<file path="src/rtl/bcd_xs3_seq_converter.sv">
// Serial multi-digit BCD <-> excess-3 converter, one digit per clock, LSD first.
// The input word is captured once, converted digit by digit and held until drained.
module bcd_xs3_seq_converter #(
    parameter int unsigned DIGITS   = 4,
    parameter logic [3:0]  ERR_CODE = 4'hF
) (
    input  logic                  clk,
    input  logic                  rst,
    input  logic                  in_valid,
    output logic                  in_ready,
    input  logic [4*DIGITS-1:0]   in_data,
    input  logic                  in_mode,
    output logic                  out_valid,
    input  logic                  out_ready,
    output logic [4*DIGITS-1:0]   out_data,
    output logic                  out_mode,
    output logic [DIGITS-1:0]     err_mask,
    output logic                  any_err
);

    localparam int unsigned IDXW = (DIGITS > 1) ? $clog2(DIGITS) : 1;
    localparam logic [IDXW-1:0] LAST_IDX = IDXW'(DIGITS - 1);

    typedef enum logic [1:0] {
        IDLE,
        CONV,
        DONE
    } state_t;

    state_t                state_q;
    logic [IDXW-1:0]       idx_q;
    logic [4*DIGITS-1:0]   word_q;
    logic                  mode_q;
    logic [4*DIGITS-1:0]   res_q;
    logic [DIGITS-1:0]     err_q;
    logic                  out_valid_q;

    logic [3:0]            dig_d;
    logic [3:0]            nib_d;
    logic                  nib_err_d;

    // Conversion of the digit currently selected by idx_q.
    always_comb begin
        dig_d     = word_q[{idx_q, 2'b00} +: 4];
        nib_d     = ERR_CODE;
        nib_err_d = 1'b1;
        if (!mode_q) begin
            if (dig_d <= 4'd9) begin
                nib_d     = dig_d + 4'd3;
                nib_err_d = 1'b0;
            end
        end else begin
            if ((dig_d >= 4'd3) && (dig_d <= 4'd12)) begin
                nib_d     = dig_d - 4'd3;
                nib_err_d = 1'b0;
            end
        end
    end

    always_ff @(posedge clk) begin
        if (rst) begin
            state_q     <= IDLE;
            idx_q       <= '0;
            word_q      <= '0;
            mode_q      <= 1'b0;
            res_q       <= '0;
            err_q       <= '0;
            out_valid_q <= 1'b0;
        end else begin
            case (state_q)
                IDLE: begin
                    if (in_valid) begin
                        word_q  <= in_data;
                        mode_q  <= in_mode;
                        res_q   <= '0;
                        err_q   <= '0;
                        idx_q   <= '0;
                        state_q <= CONV;
                    end
                end
                CONV: begin
                    res_q[{idx_q, 2'b00} +: 4] <= nib_d;
                    err_q[idx_q]               <= nib_err_d;
                    idx_q                      <= idx_q + 1'b1;
                    if (idx_q == LAST_IDX) begin
                        idx_q       <= '0;
                        out_valid_q <= 1'b1;
                        state_q     <= DONE;
                    end
                end
                DONE: begin
                    if (out_ready) begin
                        out_valid_q <= 1'b0;
                        state_q     <= IDLE;
                    end
                end
                default: begin
                    out_valid_q <= 1'b0;
                    state_q     <= IDLE;
                end
            endcase
        end
    end

    assign in_ready  = (state_q == IDLE);
    assign out_valid = out_valid_q;
    assign out_data  = res_q;
    assign out_mode  = mode_q;
    assign err_mask  = err_q;
    assign any_err   = |err_q;

endmodule

</file>
<file path="config.mk">
export PLATFORM = sky130hd
export DESIGN_NAME = bcd_xs3_seq_converter
export DESIGN_NICKNAME = d
export VERILOG_FILES = /design/src/rtl/bcd_xs3_seq_converter.sv
export SDC_FILE = /design/constraint.sdc
export NUM_CORES = 1
export LEC_CHECK = 0
export ABC_AREA = 1
export CAP_MARGIN = 25
export CORE_ASPECT_RATIO = 2
export CORE_MARGIN = 8
export CORE_UTILIZATION = 43
export CTS_CLUSTER_SIZE = 20
export DETAILED_ROUTE_END_ITERATION = 12
export HOLD_SLACK_MARGIN = 0.02
export PLACE_DENSITY_LB_ADDON = 0.15
export SLEW_MARGIN = 30
export SYNTH_ARGS = -nofsm -noshare
export SYNTH_HDL_FRONTEND = slang
export SYNTH_SLANG_ARGS = --single-unit
</file>
<file path="constraint.sdc">
create_clock -name clk -period 4.2 [get_ports clk]
set_input_delay 0.84 -clock clk [delete_from_list [all_inputs] [get_ports clk]]
set_output_delay 0.84 -clock clk [all_outputs]
set_load 0.01 [all_outputs]
</file>
**Word level (Yosys, flattened, before mapping)**

Index checks and enable logic that the tools add are counted.
W data, S select, Z words.

- Logic and storage cells: 59
- Bits in registers: 42
- Input port bits: 21

- $add $sub $neg: 4
- Order comparisons: 5
- Bitwise operators: 1
- Multiplexer cells: 24
- Shift operators: 3
- Reduce and logical (&&, ||, !) cells: 9
- Equality and inequality tests: 6

Operators with widths:

| kind | count |
|---|---|
| $pmux W16 S2 | 1 |
| $bwmux W16 | 1 |
| $mux W16 | 1 |
| $mux W4 | 4 |
| $shift A4 B6 Y16 const A | 1 |
| $shiftx A16 B5 Y4 | 1 |
| $shiftx A4 B6 Y16 | 1 |
| $mux W2 | 5 |
| $le A4 B4 Y1 const B | 2 |
| $pmux W4 S2 | 1 |
| $mux W1 | 6 |
| $ne A2 B2 Y1 const B | 3 |
| $neg A4 Y6 | 1 |
| $pmux W2 S3 | 1 |
| $reduce_and A3 Y1 | 2 |
| $add A4 B2 Y4 const B | 1 |
| $bwmux W4 | 1 |
| $eq A2 B2 Y1 const B | 2 |
| $ge A4 B2 Y1 const B | 1 |
| $pmux W2 S2 | 1 |
| $reduce_and A2 Y1 | 2 |
| $reduce_or A4 Y1 | 1 |
| $sub A4 B2 Y4 const B | 1 |
| $lt A2 B3 Y1 const B | 1 |
| other kinds (9) | 10 |

**Depth between registers and ports, before layout**

- Word-level depth: 8
- Mapped depth: 17

**Worst setup path after synthesis**

Ideal clock, no wire load.

- Path type: register to register
- Start point: register idx_q[0]
- End point: register res_q[13] (netlist: out_data[13])
- Stages on the path, launching flop included: 16
- Setup slack: 2.283 ns
- Arrival: 1.846 ns
- Setup time: 0.071 ns
- Path through: dfxtp_1 -> buf_6 -> inv_6 -> buf_8 -> nand2_1 -> nand3_1 -> nand2_2 -> inv_1 -> ha_1 -> o211ai_2 -> nand2_2 -> nand2_1 -> o21ai_1 -> nor2_1 -> nand3_1 -> a21oi_1

- Longest elaborated chain between the ends: 8

Ends and longest elaborated chain:

| element | line | RTL |
|---|---|---|
| start: declaration | 31 | `logic [IDXW-1:0] idx_q;` |
| start signal: assignment | 84 | `idx_q <= idx_q + 1'b1;` |
| $shiftx A16 B5 Y4 | 44 | `dig_d = word_q[{idx_q, 2'b00} +: 4];` |
| $ge A4 B2 Y1 or $le A4 B4 Y1 (tied branches) | 53 | `if ((dig_d >= 4'd3) && (dig_d <= 4'd12)) begin` |
| $logic_and A1 B1 Y1 | 53 |  |
| $mux W4 | 53 |  |
| $mux W4 | 47 | `if (!mode_q) begin` |
| $shiftx A4 B6 Y16 | 82 | `res_q[{idx_q, 2'b00} +: 4] <= nib_d;` |
| $bwmux W16 * | 82 |  |
| $pmux W16 S2 * | 70 | `case (state_q)` |
| end signal: indexed assignment | 82 |  |
| end: declaration | 34 | `logic [4*DIGITS-1:0] res_q;` |

Mark *: on every way between the ends. The rest lies on a longest branch, timed or not.
A chain may end at the register's enable or synchronous reset.

**Worst setup path after layout**

- Start point: register err_q[2] (netlist: err_mask[2])
- End point: output any_err

- Longest elaborated chain between the ends: 1

Ends and longest elaborated chain:

| element | line | RTL |
|---|---|---|
| start: declaration | 35 | `logic [DIGITS-1:0] err_q;` |
| start signal: indexed assignment | 83 | `err_q[idx_q] <= nib_err_d;` |
| $reduce_or A4 Y1 | 110 | `assign any_err = \|err_q;` |
| end: declaration | 18 | `output logic any_err` |

No other way between the ends.

==> summary.txt <==
Clock network
  • Setup bufs post-CTS: 0
  • Clk sinks: 42
  • # hold bufs at CTS: 0
  • CTS tree: yes
  • Clk Latency, worst-skew pair: 0.30 ns
  • Clock root cell: clkbuf_8
  • Cts bufs inserted: 5
  • H-Tree Depth: 2
  • Worst-path clk slew: 0.08 ns
  • Clock buffer depth: 2
  • # resized after CTS: 0

Floorplan
  • Core Area: 0.004775 mm²
  • Die area: 0.007503 mm²
  • Initial Utilization: 43.92%
  • Die width: 65.38 µm
  • Die H: 114.8 µm
  • FP Rows: 36
  • Io pins: 45

Synth
  • Syn_area_per_cell: 7.206 µm²
  • Synth top area cells: dfxtp_1 (40%), nand2_1 (11%), a21oi_1 (7.4%)
  • Register area share after synthesis: 40.10%
  • Post-Synthesis Cells: 291
  • Synth warnings: 0
  • Post-synth cell types: 29
  • Syn Std Cell Area: 0.002097 mm²
  • Post-synth top area share: 40.10%
  • Yosys top cell by area: dfxtp_1
  • #FFs+latches synth: 42
  • Synth Net Count: 319

Placed design
  • # port buffers: 44
  • Placed Area: 0.002542 mm²
  • HPWL Detailed: 3771 µm
  • GP Congestion: 0.7730
  • Dpl ws: 1.437 ns

Routing
  • Vias: 1935
  • Via-to-Cell Ratio: 4.949
  • Per-cell routed wire length: 12.52 µm
  • First-pass DRT Iterations: 4
  • WL final: 4897 µm
  • Antenna viol nets, final: 0
  • Initial DRC Count: 80
  • Drt drc: 0

Power and ir drop
  • Combinational power share: 23.6%
  • Net Sw Frac: 31.20%
  • Sequential share of power: 47.8%
  • Clock network power share: 28.7%
  • Leak: 1.067 nW
  • Maximum vdd drop: 255.6 µV
  • Total power divided by cell area: 341.2 mW/mm²
  • Psw: 279.8 µW
  • Cell internal pwr: 617.0 µW

Critical path
  • Crit path max-delay family: simple AND/OR/NAND/NOR gates
  • Worst Setup Start Kind: register
  • Buf/Inv on CP: 1
  • RR Startpoint: idx_q[1]
  • Worst Path Max Fanout: 3
  • Required time of the critical path: 3.36 ns
  • Crit path DAT: 1.63 ns
  • Crit. End Element: output pin
  • Crit-path cells: or4_1 > clkdlybuf4s50_1
  • Critical path type: register to output pin
  • Setup crit start: err_mask[2]
  • Critical path's slowest cell: or4_1
  • Max stage delay on crit path: 0.51 ns

Cells and area
  • Layout Utilization: 55.06%
  • Final design area excluding fillers: 0.002629 mm²
  • Nets: 361
  • Share of layout cells above drive strength 1: 8.982%
  • Number of diodes: 0
  • P&R area growth vs syn: 25.36%

Global routing
  • Grt total ovfl: 0
  • Vias in the first global route: 1924
  • First-pass GRT wire length: 8307 µm
  • Largest net degree at the start of global routing: 34
  • All-Layer GR Usage: 13.65%
  • Initial antenna violation count: 0

STA
  • Final max-slew violation count: 0
  • Highest Clock Rate: 404.5 MHz
  • Final worst slack: 1.728 ns
  • Rel. slew slack: 39.68%
  • Final Skew: 0.007980 ns
  • Setup Viol. Count Final: 0
  • RSZ-0062 raised after global routing: no
  • Setup TNS Final: 0 ns
  • Final period util: 58.86%
  • Actual slew at the worst max-slew pin: 0.9026 ns
  • Final Hold Fails: 0
  • Minimum clock period: 2.472 ns

Outcome
  • Outcome: finished, final reports clean

Run
  • Maxcap violations: 0

Hold path
  • Hold wc startpoint: word_q[12]
  • Type of the most critical hold path: register to register
==> final cells by class <==
class	instances	area (µm²)
Fill cell	498	2146
Clock buffer	6	72.57
Tap cell	57	71.32
Multi-Input combinational cell	206	1054
Inverter	33	128.9
Sequential cell	42	840.8
Clock inverter	2	13.76
Timing Repair Buffer	45	447.9
==> Yosys cell counts <==
| cell | n |
|---|---|
| a21oi_1 | 31 |
| a21oi_2 | 1 |
| a221oi_1 | 1 |
| buf_6 | 2 |
| buf_8 | 1 |
| clkbuf_1 | 6 |
| clkbuf_8 | 1 |
| dfxtp_1 | 42 |
| ha_1 | 7 |
| inv_1 | 32 |
| inv_6 | 1 |
| nand2_1 | 63 |
| nand2_2 | 10 |
| nand3_1 | 20 |
| nand3_2 | 5 |
| nand3b_1 | 1 |
| nand3b_4 | 1 |
| nand4_1 | 3 |
| nor2_1 | 32 |
| nor2_2 | 2 |
| nor3_1 | 1 |
| o211ai_1 | 1 |
| o211ai_2 | 1 |
| o21a_1 | 1 |
| o21ai_0 | 20 |
| o21ai_1 | 2 |
| o21ai_2 | 1 |
| or2_1 | 1 |
| or4_1 | 1 |
==> routing by layer <==
| layer | global-route usage [%] | routed length (µm) | vias to the layer above | part of all wire (%) |
|---|---|---|---|---|
| li1 | - | - | 1021 | - |
| met1 | 14.65 | 2073 | 863 | 42 |
| met2 | 23.66 | 2498 | 37 | 51 |
| met3 | 3.317 | 187 | 14 | 3.8 |
| met4 | 7.185 | 138 | 0 | 2.8 |
| met5 | 0 | 0 | - | 0 |
==> per-stage QoR <==
step	instances	total power, mW	hold WS (ns)
after floorplan	291	0.5903	0.4290
after global placement	383	0.6437	0.4434
after detailed placement	383	0.6497	0.4493
after CTS	391	0.9049	0.4613
after global routing	391	0.9488	0.4844
final	391	0.8968	0.4566
==> state kept, by name, summed over array words and instances (netlist names) <==
register   flops
out_data      16
err_mask       4
state_q        2
out_mode       1
word_q        16
out_valid      1
idx_q          2
==> power by group through the flow <==
stage               combinational (mW)  sequential [mW]  clock, mW
detailed placement               0.212            0.438          0
global route                     0.237            0.431      0.281
CTS                              0.212            0.429      0.264
global placement                 0.206            0.437          0
finish                           0.211            0.428      0.257
floorplan                        0.153            0.437          0
==> cell usage in the layout, fill, tap and decap left out <==
master / count
o211ai_2: 1
o21a_1: 1
inv_1: 32
nand3b_1: 1
nand3_2: 5
nand3_1: 20
clkdlybuf4s50_1: 44
nand4_1: 3
nand2_2: 10
clkbuf_8: 5
or4_1: 1
buf_4: 1
nand3b_4: 1
clkbuf_1: 1
o21ai_0: 20
clkinv_2: 1
a21oi_1: 31
clkinv_4: 1
nor2_2: 2
o211ai_1: 1
nor3_1: 1
or2_1: 1
ha_1: 7
o21ai_1: 2
a221oi_1: 1
a21oi_2: 1
o21ai_2: 1
inv_6: 1
dfxtp_1: 42
nor2_1: 32
nand2_1: 63
==> path summary, 6_finish.rpt <==
path                                endpoint  slack, ns  cells after the start
worst max register to register  out_data[13]       1.86                     12
worst min-delay path              word_q[12]       0.46                      2
worst max-delay path                 any_err       1.73                      2
worst min register to register    word_q[12]       0.46                      2
==> worst reg2reg max path: cells and delay by family (launching register included) <==
kind,cells,cell delay [ns]
AND/OR/NAND/NOR,6,0.82
AO/OA/AOI/OAI,3,0.41
adder cells (fa/ha/maj),1,0.22
flip-flops,1,0.45
buffers and inverters,2,0.36
==> cell families after synthesis <==
| family | Yosys count | synth area share (%) |
|---|---|---|
| AND/OR/NAND/NOR | 140 | 30.85 |
| AO/OA/AOI/OAI | 59 | 15.22 |
| buffers and inverters | 43 | 9.666 |
| flip-flops | 42 | 40.10 |
| adder cells (fa/ha/maj) | 7 | 4.176 |
Note: power is estimated with default switching activity, not from simulation.
